==> config.mk <==
export PLATFORM = sky130hd
export DESIGN_NAME = planificador_hash
export DESIGN_NICKNAME = d
export VERILOG_FILES = /design/src/rtl/micro_ucr_hash_pkg.sv /design/src/rtl/planificador_hash_generador_nonces.sv /design/src/rtl/planificador_hash.sv
export SDC_FILE = /design/constraint.sdc
export NUM_CORES = 1
export LEC_CHECK = 0
export ABC_CLOCK_PERIOD_IN_PS = 3050
export CORE_UTILIZATION = 42
export CTS_BUF_LIST = sky130_fd_sc_hd__clkbuf_2 sky130_fd_sc_hd__clkbuf_4 sky130_fd_sc_hd__clkbuf_8
export DETAILED_ROUTE_END_ITERATION = 16
export PLACE_DENSITY = 0.75
export SYNTH_ARGS = -nofsm -noshare
export SYNTH_HDL_FRONTEND = slang
export SYNTH_SLANG_ARGS = --single-unit
export TNS_END_PERCENT = 100
==> constraint.sdc <==
create_clock -name clk -period 3.05 [get_ports clk]
set_clock_uncertainty 0.2 [all_clocks]
set_input_delay 0.4575 -clock clk [delete_from_list [all_inputs] [get_ports clk]]
set_output_delay 0.4575 -clock clk [all_outputs]
set_load 0.01 [all_outputs]
==> src/rtl/micro_ucr_hash_pkg.sv <==
// Purpose: shared widths and FSM encoding for the hash array scheduler.
// Latency: n/a (declarations only).
// Backpressure: n/a (declarations only).
package micro_ucr_hash_pkg;

    localparam int ANCHO_BOUNTY = 24;
    localparam int ANCHO_NONCE  = 32;
    localparam int ANCHO_BLOQUE = 96;
    localparam int ANCHO_TARGET = 8;

    typedef enum logic [1:0] {
        IDLE      = 2'd0,
        CARGA     = 2'd1,
        BUSQUEDA  = 2'd2,
        RESULTADO = 2'd3
    } estado_t;

    // Job payload forwarded to the array, kept together as one register.
    typedef struct packed {
        logic [ANCHO_BLOQUE-1:0] bloque_datos;
        logic [ANCHO_TARGET-1:0] target;
    } trabajo_t;

endpackage

==> src/rtl/planificador_hash_generador_nonces.sv <==
// Purpose: per-lane starting nonces, lane i = base + i (mod 2^32).
// Latency: combinational, 0 cycles.
// Backpressure: none; pure function of base.
//
// Ports:
//   base  - first nonce of the job
//   lanes - packed lane nonces, lane i at [32*i +: 32]
module generador_nonces
    import micro_ucr_hash_pkg::*;
#(
    parameter int NUM_BLOQUES_PARALELOS = 4
) (
    input  logic [ANCHO_NONCE-1:0]                       base,
    output logic [ANCHO_NONCE*NUM_BLOQUES_PARALELOS-1:0] lanes
);

    always_comb begin
        lanes = '0;
        for (int i = 0; i < NUM_BLOQUES_PARALELOS; i++) begin
            // Plain 32-bit add: wraps past 0xFFFFFFFF with no carry out.
            lanes[ANCHO_NONCE*i +: ANCHO_NONCE] = base + ANCHO_NONCE'(i);
        end
    end

endmodule

==> src/rtl/planificador_hash.sv <==
// Purpose: accepts one mining job, sequences the hash array (load, search, freeze) and returns one result.
// Latency: accept -> hash_inicio low in CICLOS_CARGA+1 edges; hit/abort/timeout -> res_valid in 1 edge.
// Backpressure: job_ready only in IDLE; result held stable in RESULTADO until res_ready.
//
// Ports:
//   clk, reset_n            - clock, synchronous active-low reset
//   job_*                   - job offer (valid/ready), data/target/nonce base/cycle budget (0 = unlimited)
//   abortar                 - cancel the running job (CARGA/BUSQUEDA only)
//   hash_*                  - array interface: load/hold, job data, per-lane nonces, bounty and hit in
//   res_*                   - result record (valid/ready), bounty, cycles, timeout and abort flags
//   ocupado                 - scheduler not idle
module planificador_hash
    import micro_ucr_hash_pkg::*;
#(
    parameter int NUM_BLOQUES_PARALELOS = 4,
    parameter int ANCHO_CICLOS          = 16,
    parameter int CICLOS_CARGA          = 1
) (
    input  logic                                         clk,
    input  logic                                         reset_n,
    input  logic                                         job_valid,
    output logic                                         job_ready,
    input  logic [ANCHO_BLOQUE-1:0]                      job_bloque_datos,
    input  logic [ANCHO_TARGET-1:0]                      job_target,
    input  logic [ANCHO_NONCE-1:0]                       job_nonce_base,
    input  logic [ANCHO_CICLOS-1:0]                      job_max_ciclos,
    input  logic                                         abortar,
    output logic                                         hash_inicio,
    output logic [ANCHO_BLOQUE-1:0]                      hash_bloque_datos,
    output logic [ANCHO_TARGET-1:0]                      hash_target,
    output logic [ANCHO_NONCE*NUM_BLOQUES_PARALELOS-1:0] hash_nonce_iniciales,
    input  logic [ANCHO_BOUNTY-1:0]                      hash_bounty,
    input  logic                                         hash_terminado,
    output logic                                         res_valid,
    input  logic                                         res_ready,
    output logic [ANCHO_BOUNTY-1:0]                      res_bounty,
    output logic [ANCHO_CICLOS-1:0]                      res_ciclos,
    output logic                                         res_timeout,
    output logic                                         res_abortado,
    output logic                                         ocupado
);

    localparam int ANCHO_CARGA = (CICLOS_CARGA > 1) ? $clog2(CICLOS_CARGA) : 1;
    localparam logic [ANCHO_CARGA-1:0]  ULTIMO_CARGA = ANCHO_CARGA'(CICLOS_CARGA - 1);
    localparam logic [ANCHO_CICLOS-1:0] UNO_CICLOS   = ANCHO_CICLOS'(1);

    estado_t                                      estado, estado_sig;
    trabajo_t                                     trabajo_q;
    logic [ANCHO_CICLOS-1:0]                      max_ciclos_q;
    logic [ANCHO_CICLOS-1:0]                      contador_q;
    logic [ANCHO_CARGA-1:0]                       carga_q;
    logic [ANCHO_NONCE*NUM_BLOQUES_PARALELOS-1:0] lanes;

    logic                                         aceptar;
    logic                                         captura;
    logic [ANCHO_BOUNTY-1:0]                      bounty_sig;
    logic [ANCHO_CICLOS-1:0]                      ciclos_sig;
    logic                                         timeout_sig;
    logic                                         abortado_sig;

    generador_nonces #(
        .NUM_BLOQUES_PARALELOS(NUM_BLOQUES_PARALELOS)
    ) u_generador_nonces (
        .base  (job_nonce_base),
        .lanes (lanes)
    );

    assign job_ready         = (estado == IDLE);
    assign aceptar           = job_valid && job_ready;
    assign hash_bloque_datos = trabajo_q.bloque_datos;
    assign hash_target       = trabajo_q.target;

    // Next state plus the result record to capture on the edge that leaves
    // CARGA/BUSQUEDA for RESULTADO.
    always_comb begin
        estado_sig   = estado;
        captura      = 1'b0;
        bounty_sig   = '0;
        ciclos_sig   = '0;
        timeout_sig  = 1'b0;
        abortado_sig = 1'b0;
        case (estado)
            IDLE: begin
                if (aceptar) begin
                    estado_sig = CARGA;
                end
            end
            CARGA: begin
                // hash_terminado still reflects the previous job here.
                if (abortar) begin
                    estado_sig   = RESULTADO;
                    captura      = 1'b1;
                    abortado_sig = 1'b1;
                end else if (carga_q == ULTIMO_CARGA) begin
                    estado_sig = BUSQUEDA;
                end
            end
            BUSQUEDA: begin
                if (hash_terminado) begin
                    captura    = 1'b1;
                    bounty_sig = hash_bounty;
                    ciclos_sig = contador_q;
                end else if (abortar) begin
                    captura      = 1'b1;
                    abortado_sig = 1'b1;
                    ciclos_sig   = contador_q;
                end else if ((max_ciclos_q != '0) &&
                             (contador_q == max_ciclos_q - UNO_CICLOS)) begin
                    captura     = 1'b1;
                    timeout_sig = 1'b1;
                    ciclos_sig  = contador_q;
                end
                if (captura) begin
                    estado_sig = RESULTADO;
                end
            end
            RESULTADO: begin
                if (res_ready) begin
                    estado_sig = IDLE;
                end
            end
            default: estado_sig = IDLE;
        endcase
    end

    always_ff @(posedge clk) begin
        if (!reset_n) begin
            estado               <= IDLE;
            hash_inicio          <= 1'b1;
            ocupado              <= 1'b0;
            res_valid            <= 1'b0;
            trabajo_q            <= '0;
            max_ciclos_q         <= '0;
            hash_nonce_iniciales <= '0;
            contador_q           <= '0;
            carga_q              <= '0;
            res_bounty           <= '0;
            res_ciclos           <= '0;
            res_timeout          <= 1'b0;
            res_abortado         <= 1'b0;
        end else begin
            estado      <= estado_sig;
            // Engines run only while searching; every other state holds them.
            hash_inicio <= (estado_sig != BUSQUEDA);
            ocupado     <= (estado_sig != IDLE);
            res_valid   <= (estado_sig == RESULTADO);

            if (aceptar) begin
                trabajo_q.bloque_datos <= job_bloque_datos;
                trabajo_q.target       <= job_target;
                max_ciclos_q           <= job_max_ciclos;
                hash_nonce_iniciales   <= lanes;
                carga_q                <= '0;
            end else if (estado == CARGA) begin
                carga_q <= carga_q + ANCHO_CARGA'(1);
            end

            // Zero on entry to BUSQUEDA; saturates so an unlimited search never wraps.
            if (estado != BUSQUEDA) begin
                contador_q <= '0;
            end else if (contador_q != '1) begin
                contador_q <= contador_q + UNO_CICLOS;
            end

            if (captura) begin
                res_bounty   <= bounty_sig;
                res_ciclos   <= ciclos_sig;
                res_timeout  <= timeout_sig;
                res_abortado <= abortado_sig;
            end
        end
    end

endmodule

======== Yosys cells after proc, flatten, opt, wreduce, memory -nomap -nowiden ========
Index checks and enable logic that the tools add are counted.
word-level totals
  register bits ........................... 312
  input bits .............................. 182
  output and inout bits ................... 278
  logic and storage cells ................. 59
operators by class
  $add $sub $neg .......................... 6
  equal/unequal tests ..................... 8
  muxes and demuxes ....................... 23
  bitwise operators ....................... 1
  reduce and logical (&&, ||, !) cells .... 7
operators with widths
  cell                                                 count
  adder 32 x 2 -> 32 bit (second input constant)       2
  two-way mux 16 bit                                   4
  two-way mux 24 bit                                   2
  adder 32 x 1 -> 32 bit (second input constant)       1
  adder 16 x 1 -> 16 bit (second input constant)       1
  == test 16 bit                                       1
  != test 16 bit (second input constant)               1
  nonzero test 16 bit                                  1
  subtractor 16 x 1 -> 16 bit (second input constant)  1
  two-way mux 2 bit                                    5
  two-way mux 1 bit                                    9
  case mux 2 bit (4 select lines)                      1
  == test 2 bit (second input constant)                3
  != test 2 bit (second input constant)                2
  case mux 1 bit (2 select lines)                      2
  OR reduction 2 bit                                   2
  == test 2 x 1 -> 1 bit (second input constant)       1
  logical AND 1 bit                                    2
  logical NOT 2 bit                                    1
  nonzero test 2 bit                                   1
  adder 1 bit (second input constant)                  1
  NOT 1 bit                                            1

======== Depth between registers and ports, before layout ========
Gate-level depths: netlist (run 1).
  depth after elaboration ................. 10
  gate-level depth with buffers ........... 12
  depth with buffers taken out ............ 10

======== Cells and area by module ========
From an unflattened synthesis (run 1), not the netlist that was laid out.
second synthesis, totals
  cell total of the unflattened synthesis .. 1846
  area, all modules ....................... 14954.3 µm²
by module, submodules not included
  module             times used  cells each  area an instance (µm²)  sequential area each (µm²)
  planificador_hash  1           1545        12803.5                 6246.0
  generador_nonces   1           301         2150.8                  0.0

======== Least setup slack after synthesis (run 1) ========
Ideal clock, no wire load.
  path kind ............................... register -> register
  start ................................... reg max_ciclos_q[0]
  end ..................................... reg res_ciclos[8]
  setup time .............................. 59 ps
  arrival time ............................ 2769 ps
  data required time ...................... 2791 ps
  slack ................................... 22 ps
  cell stages (with the launch flop) ...... 12
  path buffers ............................ 1
  period minus slack after synthesis ...... 3028 ps
  cell sequence ........................... dfxtp_1 inv_1 ha_1 nor3b_2 nor3b_4 mux2_2 mux2_2 a2111oi_4 a31oi_2 nor3b_4 buf_6 a22o_1
between the ends
  cells in the longest elaborated chain, start to end .. 8
  elaborated cells on any way between the ends .. 13
  those cells by class .................... add/sub (1); eq/ne (1); mux (9); reduce/logical (2)
RTL lines
  what                             line                      text
  start, declared                  planificador_hash.sv:49   logic [ANCHO_CICLOS-1:0] max_ciclos_q;
  start signal, assigned           planificador_hash.sv:151  max_ciclos_q <= job_max_ciclos;
  subtractor 16 x 1 -> 16 bit      planificador_hash.sv:108  (contador_q == max_ciclos_q - UNO_CICLOS)) begin
  == test 16 bit                   planificador_hash.sv:108
  logical AND 1 bit *              planificador_hash.sv:107  end else if ((max_ciclos_q != '0) &&
  two-way mux 1 bit                planificador_hash.sv:107
  two-way mux 1 bit                planificador_hash.sv:103  end else if (abortar) begin
  two-way mux 1 bit                planificador_hash.sv:99   if (hash_terminado) begin
  two-way mux 1 bit                planificador_hash.sv:82   case (estado)
  case mux 1 bit (2 select lines)  planificador_hash.sv:82
  end signal, assigned             planificador_hash.sv:167  res_ciclos <= ciclos_sig;
  end, declared                    planificador_hash.sv:37   output logic [ANCHO_CICLOS-1:0] res_ciclos,
Mark *: on every way between the ends. The rest lies on a longest branch, timed or not. The select of a mux whose other input is x is not followed.
A chain may end at the register's enable or synchronous reset.

======== Worst setup path in the final report (run 1) ========
  start ................................... reg max_ciclos_q[10]
  end ..................................... reg estado[0]
between the ends
  cells in the longest elaborated chain, start to end .. 9
  elaborated cells on any way between the ends .. 10
  those cells by class .................... add/sub (1); eq/ne (1); mux (6); reduce/logical (2)
RTL lines
  what                               line                      text
  subtractor 16 x 1 -> 16 bit        planificador_hash.sv:108
  == test 16 bit                     planificador_hash.sv:108
  logical AND 1 bit *                planificador_hash.sv:107
  two-way mux 1 bit *                planificador_hash.sv:107
  two-way mux 1 bit *                planificador_hash.sv:103
  two-way mux 1 bit *                planificador_hash.sv:99
  two-way mux 1 bit *                planificador_hash.sv:82
  two-way mux 2 bit *                planificador_hash.sv:113  if (captura) begin
  case mux 2 bit (4 select lines) *  planificador_hash.sv:82
  end signal, assigned               planificador_hash.sv:142  estado <= estado_sig;
  end, declared                      planificador_hash.sv:47   estado_t estado, estado_sig;
Marks and branches as above.

==> results of run 1 <==
[final cells by class]
type | instances | area share (%)
diodes | 3 | 0.0384
well taps | 390 | 2.49
inverters | 15 | 0.326
clock inverters | 6 | 0.205
repair buffers | 563 | 28.1
multi-input cells | 1104 | 31.9
clock buffers | 82 | 5.10
flip-flops and latches | 310 | 31.7
[synth_stat cells (5+ instances only)]
library cell  number  area share, %
nor4_1             7           0.34
or3_1             19           0.93
nand4_1            7           0.34
buf_6              5           0.44
nor3_1            22           0.86
a21oi_1          168            6.6
nand3_1           22           0.86
clkbuf_1         105            3.1
a211oi_1          75            4.4
xnor2_1           41            2.8
buf_1             10           0.29
inv_1             14           0.41
and3_1            11           0.54
xor2_1            64            4.4
nor2_1           128            3.7
a22o_2             5           0.39
o21ai_0           22           0.86
and4_1             7           0.48
ha_1              11            1.1
a311oi_1          13           0.89
dfxtp_1          310             48
a22o_1            35            2.4
nand2_1          382             11
[worst max path at each step]
| stage | start | to | slack, ns |
|---|---|---|---|
| floorplan | max_ciclos_q[0] | res_ciclos[8] | 0.02 |
| global placement | max_ciclos_q[0] | res_ciclos[2] | -0.18 |
| detailed placement | max_ciclos_q[0] | res_ciclos[1] | -0.30 |
| CTS | max_ciclos_q[7] | res_ciclos[4] | -0.13 |
| global route | max_ciclos_q[1] | res_ciclos[1] | -0.25 |
| finish | max_ciclos_q[10] | estado[0] | -0.11 |
[sequential cells by signal, indices dropped and copies added, names as in the netlist, 2 cells and up]
name / flops
res_ciclos: 16
max_ciclos_q: 16
hash_target: 8
hash_bloque_datos: 96
hash_nonce_iniciales: 126
contador_q: 16
estado: 2
res_bounty: 24
[cells by family (layout without fill, tap and decap cells)]
logic type | count (synthesis) | count (layout)
other | 0 | 3
muxes | 7 | 7
AOI/OAI and AO/OA | 343 | 349
and+or+nand+nor | 632 | 632
adders and majority gates | 11 | 11
buffers and inverters | 142 | 666
xor gates and xnor gates | 105 | 105
DFF | 310 | 310
[critical path: stages (launching register included)]
cell	delay, ns
dfxtp_2	0.32
or4_4	0.55
nor3b_4	0.25
mux2_4	0.32
mux2_4	0.28
a2111oi_4	0.28
buf_4	0.20
a31oi_4	0.10
buf_4	0.16
o311ai_4	0.25
and3_1	0.19
[what timing repair did]
action,CTS,global route
gates resized for setup,16,16
gates cloned,5,2
endpoints found under the setup margin,45,45
setup buffers,8,8
pin swaps,26,25
[power groups by stage]
stage          combinational [mW]  clock, mW  sequential (mW)
2_1_floorplan                1.11          0             4.85
3_3_place_gp                 2.68          0             4.71
3_5_place_dp                 2.71          0             4.72
4_1_cts                      2.78       3.81             4.64
5_1_grt                      3.04       3.97             4.69
6_report                     2.83       3.73             4.65
[metrics by stage]
stage	setup slack [ns]	cells	power [mW]	hold slack (ns)	area, µm²
floorplan	0.0219	1550	5.96	0.260	12800
global placement	-0.183	2363	7.39	0.240	18200
detailed placement	-0.301	2363	7.43	0.246	18200
CTS	-0.134	2464	11.2	0.173	19500
global route	-0.253	2471	11.7	0.193	19600
finish	-0.113	2473	11.2	0.207	19600
[routing by layer]
metal  track usage, %  wire length (µm)
met1             32.9             18000
met2             48.2             22300
met3             7.65              4070
met4             11.3              1750
met5                0                 0
==> results.tsv, run 1 <==
metric	value	unit
hold_viol	0	
p_leak	7.27	nW
ios	460	
setup_ws	-0.113	ns
core	0.0299	mm²
die_w	177	µm
fin_setup_tns	-1.82	ns
maxSlewHeadroom	38.4	%
syn_area	0.0128	mm²
die_area	0.0313	mm²
clkPwrFrac	33.3	%
antenna_found_initial	2	
drv_cap	0	
grt_max_degree	172	
fillers	2444	
violations	negative setup slack	
setup_viol	36	
gr-total-overflow	0	
final_common_cell	clkdlybuf4s50_1	
internal_power	7.90	mW
ys_ff_latch	310	
path_class	reg2reg	
synth-simple-area-share	21.0	%
holdCritStartpoint	job_bloque_datos[83]	
p_per_area	573	mW/mm²
area_growth	52.5	%
synth_edf_count	0	
grt_pass1_wl	68.8	mm
seq_area	0.00621	mm²
vias	13000	
fin_util	65.5	%
slew_violations	0	
ys_warn_count	0	
ir_drop	0.385	mV
cts_buffers	53	
cp-start-kind	register	
syn_area_per_cell	8.28	µm²
cts.hold.buffers_added	0	
power.switching	3.31	mW
fin_crit_sh	104	%
drt-wirelength-per-cell	18.7	µm
initial_core_util	43.0	%
drt-total-wl	46.1	mm
grt_pass1_vias	12400	
first_pass_iters	5	
hold_class	in2reg	
cp-end-kind	register	
worst_pin_slew	0.924	ns
cts_tree	done	
grt_util_all_layers	28.1	%
min_period	3.16	ns
r2r_cells	10	
rows	63	
multi_input_area	0.00625	mm²
synth_top_family_by_area	simple AND/OR/NAND/NOR gates	
fp.dieH	177	µm
fmax	0.316	GHz
synth-compound-area-share	17.2	%
drc_errors	0	
path_clk_slew	0.06	ns
combPwrFrac	25.2	%
drive_gt1_share	11.3	%
hold_depth	3	
reg2reg_slack	-0.11	ns
drt_iter0_drc	845	
synth_top_flop_cell	dfxtp_1	
cp.arrival	3.48	ns
reg2reg_from	max_ciclos_q[10]	
routed_via_density	5.26	
cts_buffer_depth	3	
async_reset_ff_share	0	%
syn_inst	1550	
portBuffers	459	
synth_fp_nets	1743	
clkSinkCount	310	
r2r-end	estado[0]	
whs_endpoint	hash_bloque_datos[83]	
mostFrequentLayoutCells	clkdlybuf4s50_1 (459), nand2_1 (381), dfxtp_1 (306), a21oi_1 (168), nor2_1 (128)	
nets	2240	
sw_frac_of_total	29.5	%
h-tree-depth	2	
rsz0062_at_grt	yes	
path_max_fanout	2	
ant_nets	0	
run_status	finished, violations left	
yosys.area_share.xor_xnor	7.16	%
synth_fa_ha_area_share	1.07	%
clk_latency	0.58	ns
power.share.sequential	41.5	%
cts_root_buf	clkbuf_8	
dp_hpwl	32.5	mm
synth_mux_area_share	0.575	%
place_congestion	0.899	
synth-seq-area-share	48.3	%
yosysUniqueCellTypes	63	
required	3.36	ns
(Power assumes the default switching activity.)
==> run 2, diff against run 1 <==
Settings changed: RECOVER_POWER set to 25.
==> run 2 against run 1 <==
  * The run still ends with negative setup slack left
  * Via count fell by 0.20%
  * Sequential share of layout area about the same
  * Final cell count is essentially flat
  * Largest cell class unchanged
  * Highest routed layer unchanged
==> results.tsv, run 2 (same netlist as run 1, synthesis figures left out) <==
metric	value	unit
drive_gt1_share	11.3	%
drt-total-wl	46.0	mm
layout.cells.non_filler	2472	
cts_tree	done	
crit_chain	or4_4 > nor3b_4 > mux2_4 > mux2_4 > a2111oi_4 > buf_4 > a31oi_4 > buf_4 > o311ai_4 > and3_1	
core	0.0299	mm²
r2r-end	estado[0]	
initial_core_util	43.0	%
fin_crit_sh	104	%
hold_depth	3	
required	3.37	ns
mostFrequentLayoutCells	nand2_1 (381), clkdlybuf4s50_1 (325), dfxtp_1 (306), a21oi_1 (168), dlygate4sd3_1 (134)	
cp-end-kind	register	
cts_buffers	53	
reg2reg_from	max_ciclos_q[10]	
setup_ws	-0.114	ns
fin_util	65.5	%
min_period	3.16	ns
drv_cap	0	
ant_nets	0	
cp.arrival	3.48	ns
cts_root_buf	clkbuf_8	
grt_pass1_wl	68.8	mm
critPathMaxStageDelay	0.55	ns
fp.dieH	177	µm
fin_setup_tns	-1.94	ns
drt_iter0_drc	872	
reg2reg_slack	-0.11	ns
cts_buffer_depth	3	
vias	13000	
cpMaxStageDelayCell	or4_4	
place_congestion	0.899	
clkSinkCount	310	
grt_util_all_layers	28.1	%
h-tree-depth	2	
maxSlewHeadroom	31.4	%
ios	460	
hold_class	in2reg	
fmax	0.316	GHz
die_w	177	µm
detailed_place.area	0.0182	mm²
design_area	0.0196	mm²
whs_endpoint	hash_bloque_datos[83]	
dp_hpwl	32.5	mm
routed_via_density	5.25	
antenna_found_initial	2	
rows	63	
clk_latency	0.58	ns
run_status	finished, violations left	
grt_pass1_vias	12400	
ir_drop	0.381	mV
drt-wirelength-per-cell	18.6	µm
path_class	reg2reg	
portBuffers	459	
nets	2240	
gr-total-overflow	0	
path_max_fanout	2	
final_common_cell	nand2_1	
holdCritStartpoint	job_bloque_datos[83]	
slew_violations	0	
die_area	0.0313	mm²
hold_slack	0.206	ns
p_leak	7.64	nW
largest_register_ffs	126	
drc_errors	0	
p_per_area	569	mW/mm²
placed_cells	2363	
cts.hold.buffers_added	0	
grt_max_degree	172	
top_register	hash_nonce_iniciales	
worst_pin_slew	1.03	ns
setup_viol	37	
area_growth	52.4	%
hold_viol	0	
totalPowerFinal	11.1	mW
cp-start-kind	register	
pre_cts_ws	-0.301	ns
r2r_cells	10	
rsz0062_at_grt	yes	
path_clk_slew	0.06	ns
violations	negative setup slack	
first_pass_iters	5	
run 2: cell count changes in the layout (fill, tap and decap cells not counted):
cell and change:
clkdlybuf4s50_1 -134, diode_2 -1, dlygate4sd3_1 +134, and2_2 +1, and2_4 -1
run 2: power breakdown:
part | internal, mW | total, mW | switching, mW
Clock | 2.06 | 3.73 | 1.67
Combinational | 1.36 | 2.77 | 1.42
Sequential | 4.43 | 4.64 | 0.214
run 2: worst max-delay path by stage:
stage	startpoint	end	slack [ns]	cells after the start
floorplan	max_ciclos_q[0]	res_ciclos[8]	0.02	11
global placement	max_ciclos_q[0]	res_ciclos[2]	-0.18	12
detailed placement	max_ciclos_q[0]	res_ciclos[1]	-0.30	10
CTS	max_ciclos_q[7]	res_ciclos[4]	-0.13	11
global route	max_ciclos_q[1]	res_ciclos[1]	-0.25	13
finish	max_ciclos_q[10]	estado[0]	-0.11	10
run 2: cell type report:
type / count / area (µm²)
diodes: 2 / 5.00
clock buffers: 82 / 997
clock inverters: 6 / 40.0
fillers: 2446 / 10300
inverters: 15 / 63.8
multi-input cells: 1104 / 6250
flip-flops and latches: 310 / 6210
well taps: 390 / 488
repair buffers: 563 / 5510
run 2: timing repair:
item                       in CTS  in global routing
buffers inserted                8                  8
gates resized for setup        16                 16
gates cloned                    5                  2
pin swaps                      26                 25
setup endpoints to repair      45                 45
run 2: worst max-delay path: cells and delay by family (launching register included):
| family | cells | cell delay (ns) |
|---|---|---|
| AND/OR/NAND/NOR | 3 | 0.99 |
| AO/OA/AOI/OAI | 3 | 0.63 |
| multiplexers | 2 | 0.60 |
| buffers and inverters | 2 | 0.37 |
| flip-flops | 1 | 0.32 |
run 2: routing by layer:
layer	global-route usage (%)	up-vias	routed length [µm]	part of all wire, %
li1	-	6259	-	-
met1	32.9	6020	17800	39
met2	48.2	592	22300	48
met3	7.65	107	4180	9.1
met4	11.3	0	1800	3.9
met5	0	-	0	0
==> run 3, diff against run 2 <==
Settings changed: CTS_CLUSTER_SIZE set to 16.
==> results of run 3 <==
No change in the layout: final DEF, timing and power equal those of run 2.
